`config.mk`:
```
export PLATFORM = sky130hd
export DESIGN_NAME = dm_copy_engine
export DESIGN_NICKNAME = d
export VERILOG_FILES = /design/src/rtl/dm_copy_pkg.sv /design/src/rtl/dm_copy_addr_gen.sv /design/src/rtl/dm_copy_engine.sv
export SDC_FILE = /design/constraint.sdc
export NUM_CORES = 1
export LEC_CHECK = 0
export ABC_AREA = 1
export CAP_MARGIN = 5
export CELL_PAD_IN_SITES_DETAIL_PLACEMENT = 0
export CELL_PAD_IN_SITES_GLOBAL_PLACEMENT = 1
export CORE_UTILIZATION = 38
export DETAILED_ROUTE_END_ITERATION = 8
export PLACE_DENSITY_LB_ADDON = 0.1
export SETUP_SLACK_MARGIN = 0.2
export SKIP_LAST_GASP = 1
export SYNTH_ARGS = -nofsm -noshare
export SYNTH_HDL_FRONTEND = slang
export SYNTH_HIERARCHICAL = 1
export SYNTH_SLANG_ARGS = --single-unit
```
`constraint.sdc`:
```
create_clock -name clk -period 2.7 [get_ports clk]
set_input_delay 0.27 -clock clk [delete_from_list [all_inputs] [get_ports clk]]
set_output_delay 0.27 -clock clk [all_outputs]
set_load 0.05 [all_outputs]
```
`src/rtl/dm_copy_pkg.sv`:
```
// Shared types and default widths for the data-memory copy engine.
//   AW : word-address width (memory depth 2**AW)
//   DW : data word width
//   LW : length width, AW+1 so a full-memory length fits
package dm_copy_pkg;
  localparam int AW = 7;
  localparam int DW = 32;
  localparam int LW = 8;

  typedef enum logic [1:0] {IDLE, RD, WR, FIN} dm_copy_state_t;
  typedef enum logic {UP, DOWN} dm_copy_dir_t;
endpackage

```
`src/rtl/dm_copy_addr_gen.sv`:
```
// Source/destination pointer pair plus remaining-word counter.
//   clk, rst  : clock, async active-high reset
//   load      : capture src/dst/len and pick the copy direction
//   step      : advance both pointers one word and decrement the count
//   src, dst  : start word addresses
//   len       : word count, already clamped and non-zero when load=1
//   sptr_new  : source pointer as it will be after this edge (load or step)
//   dptr      : current destination pointer
//   last      : the word being written now is the final one
module dm_copy_addr_gen #(
  parameter int AW = dm_copy_pkg::AW,
  parameter int LW = dm_copy_pkg::LW
) (
  input  logic          clk,
  input  logic          rst,
  input  logic          load,
  input  logic          step,
  input  logic [AW-1:0] src,
  input  logic [AW-1:0] dst,
  input  logic [LW-1:0] len,
  output logic [AW-1:0] sptr_new,
  output logic [AW-1:0] dptr,
  output logic          last
);
  import dm_copy_pkg::*;

  dm_copy_dir_t  dir, dir_ld;
  logic [AW-1:0] sptr, diff, span;
  logic [AW-1:0] sptr_ld, dptr_ld, sptr_step, dptr_step;
  logic [LW-1:0] cnt;

  always_comb begin
    diff = dst - src;
    span = AW'(len - LW'(1));
    // Destination starts inside the source window (mod depth): walk from the
    // top end so no source word is overwritten before it is read.
    dir_ld    = ((dst != src) && (LW'(diff) < len)) ? DOWN : UP;
    sptr_ld   = (dir_ld == DOWN) ? src + span : src;
    dptr_ld   = (dir_ld == DOWN) ? dst + span : dst;
    sptr_step = (dir == DOWN) ? sptr - AW'(1) : sptr + AW'(1);
    dptr_step = (dir == DOWN) ? dptr - AW'(1) : dptr + AW'(1);
    sptr_new  = load ? sptr_ld : sptr_step;
  end

  always_ff @(posedge clk or posedge rst) begin
    if (rst) begin
      dir  <= UP;
      sptr <= '0;
      dptr <= '0;
      cnt  <= '0;
    end else if (load) begin
      dir  <= dir_ld;
      sptr <= sptr_ld;
      dptr <= dptr_ld;
      cnt  <= len;
    end else if (step) begin
      sptr <= sptr_step;
      dptr <= dptr_step;
      cnt  <= cnt - LW'(1);
    end
  end

  assign last = (cnt == LW'(1));
endmodule

```
`src/rtl/dm_copy_engine.sv`:
```
// Bus-master block copy (memmove semantics) inside the data memory.
//   clk, rst        : clock, async active-high reset
//   start           : 1-cycle request, honoured only in IDLE
//   src, dst, len   : copy parameters, sampled with start
//   busy            : high while words are being moved (RD/WR)
//   done            : 1-cycle completion pulse
//   dm_addr/rd/wr/wdata : memory port, all registered
//   dm_rdata        : memory read data, combinational from dm_addr
module dm_copy_engine #(
  parameter int AW = dm_copy_pkg::AW,
  parameter int DW = dm_copy_pkg::DW,
  parameter int LW = dm_copy_pkg::LW
) (
  input  logic          clk,
  input  logic          rst,
  input  logic          start,
  input  logic [AW-1:0] src,
  input  logic [AW-1:0] dst,
  input  logic [LW-1:0] len,
  output logic          busy,
  output logic          done,
  output logic [AW-1:0] dm_addr,
  output logic          dm_rd,
  output logic          dm_wr,
  output logic [DW-1:0] dm_wdata,
  input  logic [DW-1:0] dm_rdata
);
  import dm_copy_pkg::*;

  localparam logic [LW-1:0] MAX_LEN = LW'(2**AW);

  dm_copy_state_t state;
  logic [LW-1:0]  len_c;
  logic [AW-1:0]  sptr_new, dptr;
  logic           load, step, last;

  assign len_c = (len > MAX_LEN) ? MAX_LEN : len;
  assign load  = (state == IDLE) && start && (len_c != '0);
  assign step  = (state == WR);

  dm_copy_addr_gen #(.AW(AW), .LW(LW)) u_addr (
    .clk      (clk),
    .rst      (rst),
    .load     (load),
    .step     (step),
    .src      (src),
    .dst      (dst),
    .len      (len_c),
    .sptr_new (sptr_new),
    .dptr     (dptr),
    .last     (last)
  );

  // Outputs are set one edge ahead so they line up with the state they
  // belong to. dm_wdata doubles as the read-data latch: it captures the word
  // at the end of RD and is cleared again when WR ends.
  always_ff @(posedge clk or posedge rst) begin
    if (rst) begin
      state    <= IDLE;
      busy     <= 1'b0;
      done     <= 1'b0;
      dm_addr  <= '0;
      dm_rd    <= 1'b0;
      dm_wr    <= 1'b0;
      dm_wdata <= '0;
    end else begin
      case (state)
        IDLE: begin
          if (start) begin
            if (len_c == '0) begin
              state <= FIN;
              done  <= 1'b1;
            end else begin
              state   <= RD;
              busy    <= 1'b1;
              dm_rd   <= 1'b1;
              dm_addr <= sptr_new;
            end
          end
        end
        RD: begin
          state    <= WR;
          dm_rd    <= 1'b0;
          dm_wr    <= 1'b1;
          dm_addr  <= dptr;
          dm_wdata <= dm_rdata;
        end
        WR: begin
          dm_wr    <= 1'b0;
          dm_wdata <= '0;
          if (last) begin
            state   <= FIN;
            busy    <= 1'b0;
            done    <= 1'b1;
            dm_addr <= '0;
          end else begin
            state   <= RD;
            dm_rd   <= 1'b1;
            dm_addr <= sptr_new;
          end
        end
        FIN: begin
          state <= IDLE;
          done  <= 1'b0;
        end
        default: state <= IDLE;
      endcase
    end
  end
endmodule
```
==> Yosys cells after proc, flatten, opt, wreduce, memory -nomap -nowiden <==
Index checks and enable logic that the tools add are counted.
{ "totals": {"mem_bits_ro": 0, "latch_bits": 0, "input_bits": 57, "memories": 0, "word_cells": 80, "regBits": 68, "mem_bits_rw": 0, "output_inout_bits": 43} }
{ "op_classes": {"shift": 0, "bitwise": 0, "n_lt_le_gt_ge": 2, "addsub": 9, "mux": 33, "eq_ne": 10, "mul": 0, "div_mod_pow": 0, "reduce_logical": 15} }
{ "op_table": {"columns": ["cell", "n"], "rows": [
  ["$mux 7", 12],
  ["$pmux 32 s2", 1],
  ["$mux 8", 3],
  ["$pmux 7 s3", 1],
  ["$sub 7x1->7 const B", 3],
  ["$add 7x1->7 const B", 2],
  ["$add 7x7->7", 2],
  ["$reduce_and 4->1", 3],
  ["$eq 8x1->1 const B", 1],
  ["$gt 8x8->1 const B", 1],
  ["$logic_not 8->1", 1],
  ["$lt 7x8->1", 1],
  ["$mux 1", 8],
  ["$pmux 2 s4", 1],
  ["$reduce_bool 8->1", 1],
  ["$sub 8x1->8 const B", 1],
  ["$ne 7x7->1", 1],
  ["$sub 7x7->7", 1],
  ["$mux 2", 3],
  ["$ne 2x2->1 const B", 3],
  ["$pmux 1 s3", 2],
  ["$reduce_bool 2->1", 3],
  ["$reduce_bool 3->1", 2],
  ["$eq 2x2->1 const B", 2],
  ["6 further kinds", 10]
]} }

==> Depth between registers and ports, before layout <==
{ "logic_depth": {"depth_word": 10, "mapped_depth": 20, "mapped_depth_nobuf": 20} }

==> By module <==
Netlist, hierarchy kept.
{ "modules_own_cells": {"columns": ["mod", "area_per_inst_um2", "seq_area_each_um2", "cells_per_inst", "n_inst"], "rows": [
  ["dm_copy_addr_gen", 2852.7, 575.6, 398, 1],
  ["dm_copy_engine", 2158.3, 1126.1, 250, 1]
]} }

==> Worst setup path before layout <==
OpenSTA, ideal clock, no wires.
{ "synth_timing": {"path_kind": "input to register", "from": "input port len[0]", "to": "register dm_addr[6]", "setup_slack_ps": -44, "cell_stages": 20, "required_ps": 2577, "arrival_time_ps": 2621, "cell_sequence": "nor3_1 a41oi_1 nor2_1 inv_1 ha_1 nand2_1 xor2_1 ha_1 nand2_1 inv_1 nand2_1 nand2_1 nor2_1 nand2_1 nand3_1 nand2_1 nand3_2 nand2_2 a22oi_1 o21ai_2"} }
{ "synth_between": {"elab_chain_cells": 10, "word_cells_on_any_way": 18} }
{ "synth_lines": {"columns": ["element", "line_no", "rtl"], "rows": [
  ["from (decl)", "dm_copy_engine.sv:19", "input logic [LW-1:0] len,"],
  ["$gt 8x8->1", "dm_copy_engine.sv:37", "assign len_c = (len > MAX_LEN) ? MAX_LEN : len;"],
  ["$mux 8 *", "dm_copy_engine.sv:37", null],
  ["named net len_c[0]", "dm_copy_engine.sv:33", "logic [LW-1:0] len_c;"],
  ["parallel branches: the longest is 4 deep, another holds $sub 7x1->7", null, null],
  ["$mux 7 *", "dm_copy_addr_gen.sv:42", "sptr_new = load ? sptr_ld : sptr_step;"],
  ["named net sptr_new[6]", "dm_copy_engine.sv:34", "logic [AW-1:0] sptr_new, dptr;"],
  ["$mux 7", "dm_copy_engine.sv:70", "if (len_c == '0) begin"],
  ["$mux 7", "dm_copy_engine.sv:69", "if (start) begin"],
  ["$pmux 7 s3 *", "dm_copy_engine.sv:67", "case (state)"],
  ["to (signal assigned)", "dm_copy_engine.sv:77", "dm_addr <= sptr_new;"],
  ["to (signal assigned)", "dm_copy_engine.sv:85", "dm_addr <= dptr;"],
  ["to (signal assigned)", "dm_copy_engine.sv:99", "dm_addr <= sptr_new;"],
  ["to (decl)", "dm_copy_engine.sv:22", "output logic [AW-1:0] dm_addr,"]
]} }
Mark *: on every way through the listed nets, which the timed path passes. The select of a mux whose other input is x is not followed.
A chain may end at the register's enable or synchronous reset.

==> Worst setup path after layout <==
{ "layout_timing": {"from": "input port len[5]", "to": "register dm_addr[4]"} }
{ "layout_between": {"elab_chain_cells": 10, "word_cells_on_any_way": 18} }
{ "layout_lines": {"columns": ["element", "line_no"], "rows": [
  ["$gt 8x8->1 *", "dm_copy_engine.sv:37"],
  ["$mux 8 *", "dm_copy_engine.sv:37"],
  ["named net len_c[2]", "dm_copy_engine.sv:33"],
  ["parallel branches: the longest is 4 deep, another holds $sub 7x1->7", null],
  ["$mux 7 *", "dm_copy_addr_gen.sv:42"],
  ["named net sptr_new[4]", "dm_copy_engine.sv:34"],
  ["$mux 7", "dm_copy_engine.sv:70"],
  ["$mux 7", "dm_copy_engine.sv:69"],
  ["$pmux 7 s3 *", "dm_copy_engine.sv:67"]
]} }
Marked as above.

==> impl_results.md <==
* Outcome: completed
* Final Skew at roughly 0.0038 ns
* Post-detailed-routing wire length at about 15000 um
* Share of layout cells above drive strength 1 at 31.3%
* Die X at about 120 um
* MaxCap Viol Count at 0
* Flop pwr share at around 30%
* Vias per Instance at ~4.8
* Mean post-synth cell area at ~7.7 sq um
* Shortest period the worst path allows at about 2.5 ns
* DRC Markers at 0
* Fmax at 0.393 GHz
* Library cells used by synthesis at 46
* Routed Antenna Nets at 0
* Vias in the first global route at slightly below 5000
* WL/cell at 14.2 um
* Yosys warnings at 6
* Initial DRC count at approximately 270
* Crit path max fanout at 6
* Post-CTS Hold Fix Bufs at 0
* Sw Share at 26.5%
* Dpl ws at -0.696 ns
* Required time worst endpoint at slightly below 3 ns
* Final hold viol count at 0
* Num CTS Buffers at 9
* WS Path Type: in2reg
* CTS tree: done
* Min-Delay Path Class: in2async
* Worst-path clk slew at 0.05 ns
* FP Rows at 41
* Top-area cell type share of the netlist area at approximately a third
* Combinational power share at a little under a third
* Initial Util at 39.4%
* Later-pin clock latency in the skew report at 0.33 ns
* Overall Power at approximately 3400 uW
* Clock group share of total power at between 30% and 40%
* Sink Count at 68
* Ant. Diodes at 0
* Design area at 0.00785 sq mm
* Startpoint Class: input port
* Total grt overflow at 0
* Net switching power at ~900 uW
* Total track usage at between 20 and 25%
* Ports at 100
* WP data arrival at 2.81 ns
* Synth area leaders: dfrtp_1 34%, ha_1 11%, nand2_1 8.3%, inv_1 7.9%, nand3_1 5.6%
* Fin crit share at a little over nine tenths
* Non-filler cells, final at 1037
* Largest area contributor in the netlist: dfrtp_1
* Die height at ~120 um
* Clock root cell: clkbuf_16
* GPL Wtd Cong at 0.883
* Max clock buf depth at 2
* Final number of setup-violating endpoints at 0
* Cell Area, Synth at 0.00501 sq mm
* Core footprint at approximately 0.013 sq mm
* Seq cells post-synth at 68
* Critical Path Sink Type: flip-flop
* Pre-antenna DRT Iters at 4
* DP Cell Count at approximately 990
* Area post-placement at between 0.006 and 0.007 sq mm
* Gate Count Post-Synth at 648
* Least-Margin Pin Slew at about 0.92 ns
* H-tree depth at 3
* Final nets at roughly 970
* I/O Buffers at 99
* Main synth FF type: dfrtp_1
* Seq/Total Area, Yosys at ~34%
* Number of synthesized flops with an enable pin at 0
* Peak VDD IR at 246 uV
* Relative slew slack at approximately two fifths
* First-pass GRT wire length at about 23000 um
* Routed vias at ~5000
* Antenna violations before repair at 0
* Synth async-reset ratio at 100%
* Final worst slack at around 0.15 ns
* Internal power at approximately 2500 uW
* RSZ-0062 raised after global routing: true
* Largest net degree at the start of global routing at 36
* Syn Nets at around 750
* Pins Over Slew Limit at 0
* Cell Pwr Density at 436 mW/mm^2
* Die area at about 0.014 sq mm
* Detailed Place HPWL at 11100 um
* Synth-to-Final Area Change at 56.7%
* P_leak at roughly 0.0038 uW
==> power groups by stage <==
stage / Sequential (uW) / Combinational [uW] / Clock [uW]
after floorplan: 1040 / 425 / 0
after global placement: 1040 / 754 / 0
after detailed placement: 1040 / 766 / 0
after CTS: 1020 / 905 / 1390
after global routing: 1020 / 1130 / 1440
final: 1020 / 1040 / 1360
==> critical path: stages <==
cell and delay, ns:
clkdlybuf4s15_2 0.20, inv_2 0.05, a41oi_4 0.30, buf_6 0.15, nor2_4 0.03, buf_6 0.12, buf_4 0.13, xor2_1 0.15
buf_4 0.16, ha_4 0.30, nand3_2 0.09, nand3_2 0.09, xor2_1 0.25, nand2_4 0.08, a21oi_4 0.18, a22oi_1 0.10
o21ai_2 0.14
==> final cells by class <==
type,instances,area (sq um)
Clock buffer,12,256
Clock inverter,4,95.1
Fill cell,1170,4870
Inverter,111,428
Multi-Input combinational cell,450,3240
Sequential cell,68,1700
Tap cell,172,215
Timing Repair Buffer,220,1910
==> routing by layer <==
metal  GRT usage (%)  vias to the layer above  wire length [um]
li1                -                     2561                 -
met1            27.0                     2290              6360
met2            39.1                      137              7120
met3            3.66                       29               782
met4            10.1                        0               460
met5               0                        -                 0
==> state kept, by name, summed over array words and instances (netlist names) <==
| signal | count |
|---|---|
| dm_wdata | 32 |
| u_addr/cnt | 8 |
| dm_addr | 7 |
| u_addr/dptr | 7 |
| u_addr/sptr | 7 |
| state | 2 |
| busy | 1 |
| dm_rd | 1 |
| dm_wr | 1 |
| done | 1 |
| u_addr/dir | 1 |
==> kinds of logic after synthesis <==
group	synth area share, %
and+or+nand+nor	22.3
adders and majority gates	12.7
AOI/OAI and AO/OA	15.5
buffers and inverters	10.5
DFF	34.0
muxes	0.225
xor gates and xnor gates	4.72
==> path summary, 6_finish.rpt <==
| check | endpoint | cells after the start | start | slack [ns] |
|---|---|---|---|---|
| max | dm_addr[4] | 17 | len[5] | 0.15 |
| max in group asynchronous | u_addr/cnt[3] | 2 | rst | 1.64 |
| min reg2reg | done | 2 | done | 0.47 |
| max reg2reg | dm_addr[4] | 9 | state[0] | 0.55 |
| min | dm_addr[6] | 2 | rst | 0.29 |
| min in group clk | u_addr/cnt[7] | 4 | len[7] | 0.38 |
==> per-stage QoR <==
step / hold slack [ns] / utilization (%) / TNS, ns
global route: 0.326 / 61.7 / 0
floorplan: 0.272 / - / 0
CTS: 0.299 / 59.9 / 0
detailed placement: 0.464 / 53.8 / -13.00
global placement: 0.454 / 53.8 / -11.74
finish: 0.287 / 61.7 / 0
==> synth_stat cells, types with 5 or more instances <==
library cell and number:
a22oi_1 9, dfrtp_1 68, nand3_1 56, o221ai_1 7, xor2_1 18, buf_2 7, xnor2_1 9, nor2_2 5
ha_1 43, o21ai_1 11, clkbuf_1 7, nand2_2 8, nand4_1 9, a21oi_1 29, nor2_1 41, nand2_1 111
fa_1 5, inv_1 106, o21ai_0 51
==> layout by cell type, fill, tap and decap left out, types with 9 or more instances in the layout <==
| cell | count |
|---|---|
| dfrtp_1 | 68 |
| ha_4 | 13 |
| clkbuf_16 | 9 |
| nand2_1 | 100 |
| buf_6 | 13 |
| buf_2 | 10 |
| clkdlybuf4s50_1 | 78 |
| nand3_1 | 52 |
| inv_2 | 18 |
| o21ai_0 | 43 |
| inv_1 | 88 |
| xor2_1 | 17 |
| a21oi_1 | 21 |
| nor2_1 | 33 |
| nand4_1 | 9 |
| buf_4 | 108 |
| ha_1 | 29 |
| nand2_2 | 16 |
| o21ai_2 | 9 |
| o21ai_1 | 14 |
==> what timing repair did <==
item / CTS / global route
cloned: 0 / 0
buffers inserted: 27 / 8
gates resized for setup: 133 / 41
endpoints found under the setup margin: 22 / 21
pin swaps: 43 / 29
Power figures use the tool's default switching activity.
